<file path="config.mk">
export PLATFORM = sky130hd
export DESIGN_NAME = icu_sequencer
export DESIGN_NICKNAME = d
export VERILOG_FILES = /design/src/rtl/icu_sequencer.sv
export SDC_FILE = /design/constraint.sdc
export NUM_CORES = 1
export LEC_CHECK = 0
export BUFFER_PORTS_ARGS = -buffer_cell sky130_fd_sc_hd__buf_2
export CAP_MARGIN = 0
export CORE_AREA = 2 2 39 41
export CTS_CLUSTER_DIAMETER = 120
export DETAILED_ROUTE_END_ITERATION = 8
export DIE_AREA = 0 0 41 43
export GPL_ROUTABILITY_DRIVEN = 0
export HOLD_SLACK_MARGIN = 0.06
export PLACE_DENSITY = 0.82
export SYNTH_ARGS = -nofsm -noshare
export SYNTH_HDL_FRONTEND = slang
export SYNTH_SLANG_ARGS = --single-unit
export TNS_END_PERCENT = 5
</file>
<file path="constraint.sdc">
create_clock -name CLK -period 2.4 [get_ports CLK]
set_clock_uncertainty 0.15 [all_clocks]
set_input_delay 0.72 -clock CLK [delete_from_list [all_inputs] [get_ports CLK]]
set_output_delay 0.72 -clock CLK [all_outputs]
set_load 0.05 [all_outputs]
</file>
<file path="src/rtl/icu_sequencer.sv">
`default_nettype none
// ============================================================================
//  Module      : icu_sequencer
//  Description : Program sequencer for the 1-bit ICU core. Holds the program
//                counter and an optional return stack, addresses external
//                program memory and steers fetch from the ICU flags.
//                Optional feature macro: SEQ_STACK_EN (return stack + ERR).
//  Revision    : 1.0 - initial release
// ============================================================================
module icu_sequencer #(
  parameter int AW          = 6,
  parameter int STACK_DEPTH = 2
) (
  input  logic          CLK,
  input  logic          RST,
  input  logic [AW+3:0] MEM_DATA,
  input  logic          JMP,
  input  logic          RTN,
  input  logic          FL0,
  input  logic          FLF,
  input  logic          RUN,
  output logic [AW-1:0] ADDR,
  output logic [3:0]    IR_OUT,
  output logic          PHASE,
  output logic          HALTED,
  output logic          ERR
);

  localparam logic [AW-1:0] c_ONE  = AW'(1);
  localparam logic [3:0]    c_NOPF = 4'b1111;

  logic          r_phase;
  logic          r_halted;
  logic [AW-1:0] r_pc;
  logic [AW-1:0] w_pc_inc;
  logic [AW-1:0] w_target;

`ifdef SEQ_STACK_EN
  localparam int c_SPW = $clog2(STACK_DEPTH + 1);
  localparam int c_IW  = (STACK_DEPTH > 1) ? $clog2(STACK_DEPTH) : 1;
  localparam logic [c_SPW-1:0] c_FULL = c_SPW'(STACK_DEPTH);

  logic [AW-1:0]    r_stack [STACK_DEPTH];
  logic [c_SPW-1:0] r_sp;
  logic             r_err;
  logic [c_SPW-1:0] w_sp_dec;
  logic [c_IW-1:0]  w_push_idx;
  logic [c_IW-1:0]  w_pop_idx;
  logic             w_full;
  logic             w_empty;

  // Stack pointer decode: push writes slot sp, pop reads slot sp-1.
  always_comb begin
    w_sp_dec   = r_sp - c_SPW'(1);
    w_push_idx = r_sp[c_IW-1:0];
    w_pop_idx  = w_sp_dec[c_IW-1:0];
    w_full     = (r_sp == c_FULL);
    w_empty    = (r_sp == '0);
  end

  assign ERR = r_err;
`else
  assign ERR = 1'b0;
`endif

  // Next sequential address and jump target from the current program word.
  always_comb begin
    w_pc_inc = r_pc + c_ONE;
    w_target = MEM_DATA[AW+3:4];
  end

  // Phase toggles every edge; all PC/halt/stack state moves only on the
  // edge that closes the execute phase.
  always_ff @(posedge CLK or posedge RST) begin
    if (RST) begin
      r_phase  <= 1'b0;
      r_halted <= 1'b0;
      r_pc     <= '0;
`ifdef SEQ_STACK_EN
      r_sp     <= '0;
      r_err    <= 1'b0;
      for (int i = 0; i < STACK_DEPTH; i++) r_stack[i] <= '0;
`endif
    end else begin
      r_phase <= ~r_phase;
      if (r_phase) begin
        if (r_halted) begin
          // While halted the ICU keeps pulsing FLF on NOPF; only RUN matters.
          if (RUN) begin
            r_halted <= 1'b0;
            r_pc     <= w_pc_inc;
          end
        end else if (FL0) begin
          r_pc <= '0;
        end else if (JMP) begin
`ifdef SEQ_STACK_EN
          // On overflow the jump is still taken but the return is lost.
          if (w_full) begin
            r_err <= 1'b1;
          end else begin
            r_stack[w_push_idx] <= w_pc_inc;
            r_sp                <= r_sp + c_SPW'(1);
          end
`endif
          r_pc <= w_target;
        end else if (RTN) begin
`ifdef SEQ_STACK_EN
          if (w_empty) begin
            r_pc  <= '0;
            r_err <= 1'b1;
          end else begin
            r_pc <= r_stack[w_pop_idx];
            r_sp <= w_sp_dec;
          end
`else
          r_pc <= w_pc_inc;
`endif
        end else if (FLF) begin
          r_halted <= 1'b1;
        end else begin
          r_pc <= w_pc_inc;
        end
      end
    end
  end

  assign ADDR   = r_pc;
  assign PHASE  = r_phase;
  assign HALTED = r_halted;
  assign IR_OUT = r_halted ? c_NOPF : MEM_DATA[3:0];

endmodule
`default_nettype wire

</file>
==> out/results.ini, run 1 <==
[run_status]
status = finished, final reports clean

[global_routing]
grt_antenna_before_repair = 0
pin_count_of_the_biggest_net_entering_global_routing = 13
wire_length_of_the_first_global_routing_pass_um = 2170
grt_pass1_vias = 474
global_route.usage.total_pct = 18.1
grt_overflow_total = 0

[pwr]
clkPwrFrac_pct = 22.2
power.static_leakage_nw = 0.371
vdd.ir_drop.worst_v = 0.000314
power_frac_seq_pct = 37.0
sw_frac_of_total_pct = 43.1
p_int_mw = 0.272
net-switching-power_mw = 0.207
power_density_relative_to_cell_area_mw_per_mm2 = 674
part_of_the_power_in_combinational_logic_pct = 40.8

[run]
max-cap-violations = 0

[synthesis]
yosysSeqAreaShare_pct = 37.0
postSynth.asyncResetShare_pct = 100
ys.warnings.count = 0
area_share_of_the_leading_cell_type_in_the_synthesized_netlist_pct = 37.0
yosys_most_used_dff = dfrtp_1
synth.cell_area_um2 = 541
synth_largest_area_cell = dfrtp_1
synth.avg_cell_area_um2 = 8.72
mappedNetlistNets = 80
syn_inst = 62
synth.ff_latch_count = 8
post_synth_main_area_contributors = dfrtp_1, o21ai_0, or2_2
synth_enable_flop_cells = 0
yosys.cell_types.count = 33

[placement]
placement.io_buffers = 28
dpl_cell_area_um2 = 688
detailedPlacementHpwl_um = 1070
placement.setup.worst_slack_ps = 176
dpl.cell_count = 104

[critical_path]
crit_path_max_fanout = 12
worst_setup_path_start_kind = flip-flop
cp.required_ps = 1530
setup.worst_path.end_class = primary output
critPathKind = reg -> out
cp_data_arrival_time_ps = 1290

[final_layout]
highest_count_cells_in_the_layout_ignoring_fill_and_taps = buf_2, dfrtp_1, o21ai_0
design.final.nets = 111
layout_area_overhead_pct = 31.5
sequential_cell_area_um2 = 200
multi_input_comb_area_um2 = 302
drive_above_1_share_pct = 45.1
stdcell_count = 107
postLayoutCellArea_um2 = 711
layout_commonest_cell = buf_2
antenna_cells_inserted = 0
fillers = 139

[timing]
grt_setup_unrepaired = false
slew_viol_final = 0
setup-violations-final = 0
finalWorstPathRequiredPeriod_ps = 2160
timing.final.crit_share_pct = 89.9
timing_hold_violations_final = 0
achievable-frequency_mhz = 463
setup-tns-final_ps = 0
fin_ws_ps = 242
fin_hold_ws_ps = 254

[cts]
ctsHtreeMaxLevel = 1
max-clock-path-buffers = 2
postcts_setup_bufs = 0
clock_tree_from_tritoncts = yes
cts.root.buffer_cell = clkbuf_4
later_pin_clock_latency_in_the_skew_report_ps = 260
post_cts_resize_count = 0
tritoncts_num_sinks = 8
ctsHoldBuffers = 0
clk_transition_reported_paths_ps = 60
number_of_clock_buffers_inserted_by_tritoncts = 3

[die]
core.rowCount = 14
floorplan.core_area_mm2 = 0.00138
die_span_y_um = 43
dieArea_mm2 = 0.00176
ios = 30
starting_density_pct = 39.1
die_w_um = 41

[drt]
route.detailed.vias_per_inst = 5.20
wire_per_inst_um = 12.6
drt_wl_total_um = 1350
violation_count_after_the_first_detailed_routing_iteration = 7
drt_drc_violations_left = 0
drt_first_pass_iters = 4
routed-via-count = 556
postRouteAntennaNets = 0

[min_path]
holdCritPathClass = in -> async

registers in the layout, summed over array words and instances, names as in the netlist:
name    count
ADDR        6
HALTED      1
PHASE       1
stage by stage:
step | utilization (%) | power (mW)
after floorplan | - | 0.323
final | 51.4 | 0.479
after CTS | 51.4 | 0.483
after global routing | 51.4 | 0.509
after detailed placement | 49.7 | 0.375
after global placement | 49.7 | 0.370
layout make-up:
type                    count  area share [%]
well taps                  16            2.82
inverters                   3            1.58
multi-input cells          47            42.4
flip-flops and latches      8            28.2
clock buffers               3            3.17
repair buffers             30            21.8
final timing paths:
| kind | from | to | slack [ps] | cells past startpoint |
|---|---|---|---|---|
| setup / recovery | HALTED | IR_OUT[3] | 240 | 2 |
| hold / removal | RST | HALTED | 250 | 2 |
| setup reg to reg | HALTED | ADDR[0] | 530 | 5 |
| hold reg to reg | PHASE | PHASE | 350 | 1 |
| max in group asynchronous | RST | ADDR[5] | 1590 | 2 |
| min in group CLK | PHASE | PHASE | 350 | 1 |
logic make-up (layout without fill, tap and decap cells):
group	Yosys count	count (layout)	synth area share [%]
simple gates	25	25	26.9
flops	8	8	37.0
other cells	1	1	0.694
fa+ha+maj	1	1	2.31
compound gates	19	19	23.8
buf+inv	7	36	7.17
mux	1	1	2.08
layer usage:
metal / vias to the layer above / routed length [um] / global-route usage, %
li1: 279 / - / -
met1: 261 / 577 / 26.3
met2: 16 / 698 / 25.3
met3: 0 / 73 / 4.71
met4: 0 / 0 / 6.00
met5: - / 0 / 0
critical path: stages, from the launching register on:
cell	delay [ps]
dfrtp_1	480
or2_2	330
buf_2	210
cell usage after synthesis (2+ instances only):
| library cell | instances |
|---|---|
| nor2b_1 | 2 |
| dfrtp_1 | 8 |
| o21ai_0 | 5 |
| or2_2 | 4 |
| inv_1 | 3 |
| nand3_1 | 3 |
| nor2_1 | 4 |
| nand2_1 | 4 |
| and3_1 | 2 |
| a21oi_1 | 2 |
| o21ai_1 | 3 |
power by group through the flow:
stage / clock, mW / sequential, mW / combinational [mW]
global route: 0.117 / 0.181 / 0.211
detailed placement: 0 / 0.179 / 0.197
global placement: 0 / 0.177 / 0.193
floorplan: 0 / 0.237 / 0.0866
CTS: 0.109 / 0.177 / 0.197
finish: 0.106 / 0.177 / 0.196
Power figures use the tool's default switching activity.
==> run 2: changes to the inputs <==
==> constraint.sdc (replaced) <==
create_clock -name CLK -period 2.4 [get_ports CLK]
set_clock_uncertainty 0.15 [all_clocks]
set_input_delay 0.24 -clock CLK [delete_from_list [all_inputs] [get_ports CLK]]
set_output_delay 0.24 -clock CLK [all_outputs]
set_load 0.05 [all_outputs]
==> run 2 against run 1 <==
Against the previous run:
- count of clock-buffer cells in the layout stayed put
- cell count is the same
- flip-flop and latch count is the same
- design area rose by 0.35%
- sequential power about the same
- largest power group unchanged
==> out/results.ini, run 2 (synthesis results as in run 1) <==
[global_routing]
grt_pass1_vias = 467  ; -1.5%
pin_count_of_the_biggest_net_entering_global_routing = 13  ; unchanged
wire_length_of_the_first_global_routing_pass_um = 1970  ; -9.2%
grt_overflow_total = 0  ; unchanged
grt_antenna_before_repair = 0  ; unchanged
global_route.usage.total_pct = 17.1  ; -1.0 points

[critical_path]
critical_path.startpoint = HALTED
cp_data_arrival_time_ps = 1980  ; +690 ps
crit_path_max_fanout = 12  ; unchanged
setup.worst_path.end_class = flip-flop
worst_path_largest_cell_delay_ps = 560  ; +80 ps
worst_path_max_delay_cell = or4b_1
critPathKind = reg -> reg
timing.critical_path.cells = or4b_1 -> o221ai_2 -> or2b_4 -> o31ai_1
cp.required_ps = 2390  ; +860 ps
worst_setup_path_start_kind = flip-flop
worstReg2RegStart = HALTED

[placement]
detailedPlacementHpwl_um = 1010  ; -5.7%
placement.io_buffers = 28  ; unchanged
dpl_cell_area_um2 = 681  ; -1.1%

[final_layout]
fillers = 140  ; +0.72%
postLayoutCellArea_um2 = 713  ; +0.35%
layout_commonest_cell = buf_2
drive_above_1_share_pct = 44.0  ; -1.1 points
antenna_cells_inserted = 0  ; unchanged
design.final.nets = 111  ; unchanged
sequential_cell_area_um2 = 200  ; unchanged
multi_input_comb_area_um2 = 302  ; unchanged
layout_area_overhead_pct = 31.9
post-route-util_pct = 51.5  ; +0.18 points
highest_count_cells_in_the_layout_ignoring_fill_and_taps = buf_2, dfrtp_1, o21ai_0
largest_reg_flops = 6  ; unchanged

[cts]
number_of_clock_buffers_inserted_by_tritoncts = 3  ; unchanged
post_cts_resize_count = 0  ; unchanged
clk_transition_reported_paths_ps = 60  ; about the same
clock_tree_from_tritoncts = yes
ctsHtreeMaxLevel = 1  ; unchanged
ctsHoldBuffers = 1  ; +1
cts.root.buffer_cell = clkbuf_4
postcts_setup_bufs = 0  ; unchanged
max-clock-path-buffers = 2  ; unchanged
later_pin_clock_latency_in_the_skew_report_ps = 260  ; about the same
tritoncts_num_sinks = 8  ; unchanged

[run_status]
status = finished, final reports clean

[drt]
drt_drc_violations_left = 0  ; unchanged
drt_first_pass_iters = 4  ; unchanged
postRouteAntennaNets = 0  ; unchanged
wire_per_inst_um = 11.8  ; -6.1%
routed-via-count = 560  ; +0.72%
route.detailed.vias_per_inst = 5.23  ; +0.72%
violation_count_after_the_first_detailed_routing_iteration = 13  ; +6
drt_wl_total_um = 1270  ; -6.1%

[pwr]
power.static_leakage_nw = 0.370  ; -0.31%
power_density_relative_to_cell_area_mw_per_mm2 = 669  ; -0.71%
vdd.ir_drop.worst_v = 0.000379  ; +21%

[min_path]
holdCritStartpoint = MEM_DATA[8]
holdCritPathClass = in -> reg

[run]
max-cap-violations = 0  ; unchanged

[timing]
finalWorstPathRequiredPeriod_ps = 2000  ; -159 ps
achievable-frequency_mhz = 500  ; +8.0%
timing.final.crit_share_pct = 83.3  ; -6.6 points
grt_setup_unrepaired = false
setup-tns-final_ps = 0  ; unchanged
setup-violations-final = 0  ; unchanged
timing_hold_violations_final = 0  ; unchanged
slew_viol_final = 0  ; unchanged

[die]
core.rowCount = 14  ; unchanged
dieArea_mm2 = 0.00176  ; unchanged
ios = 30  ; unchanged
starting_density_pct = 39.1  ; unchanged
die_w_um = 41  ; unchanged
floorplan.core_area_mm2 = 0.00138  ; unchanged
die_span_y_um = 43  ; unchanged

run 2: layout make-up:
cell class | instances | area share [%]
multi-input cells | 47 | 42.3
flip-flops and latches | 8 | 28.1
repair buffers | 30 | 22.1
clock buffers | 3 | 3.16
well taps | 16 | 2.81
inverters | 3 | 1.58
run 2: power breakdown:
| part | switching, mW | internal, mW |
|---|---|---|
| registers | 0.0231 | 0.153 |
| logic | 0.133 | 0.0624 |
| clock network | 0.0479 | 0.0574 |
| total | 0.204 | 0.273 |
run 2: layer usage:
metal,vias up,wire [um],part of all wire [%],global-route usage (%)
li1,279,-,-,-
met2,21,622,49,24.4
met5,-,0,0,0
met3,3,94,7.4,7.85
met4,0,17,1.3,8.00
met1,257,532,42,21.0
run 2: metrics by stage:
step / std cells / power [mW] / setup slack, ps / hold slack (ps)
floorplan: 62 / 0.323 / 467 / -94.3
finish: 107 / 0.477 / 401 / 100
global placement: 103 / 0.367 / 476 / 41.7
global route: 107 / 0.504 / 314 / 98.2
CTS: 107 / 0.482 / 408 / 98.6
detailed placement: 103 / 0.373 / 424 / 53.2
run 2: final timing paths:
check	slack, ps	cells after the start	end
worst max-delay path	400	4	ADDR[0]
worst min-delay path	100	3	ADDR[4]
worst max register to register	400	4	ADDR[0]
worst min register to register	340	1	PHASE
max in group asynchronous	1540	3	ADDR[5]
min in group asynchronous	320	3	PHASE
run 2: critical path: cells and delay by family, from the launching register on:
kind / cells / cell delay, ps
flops: 1 / 470
simple gates: 2 / 780
compound gates: 2 / 470
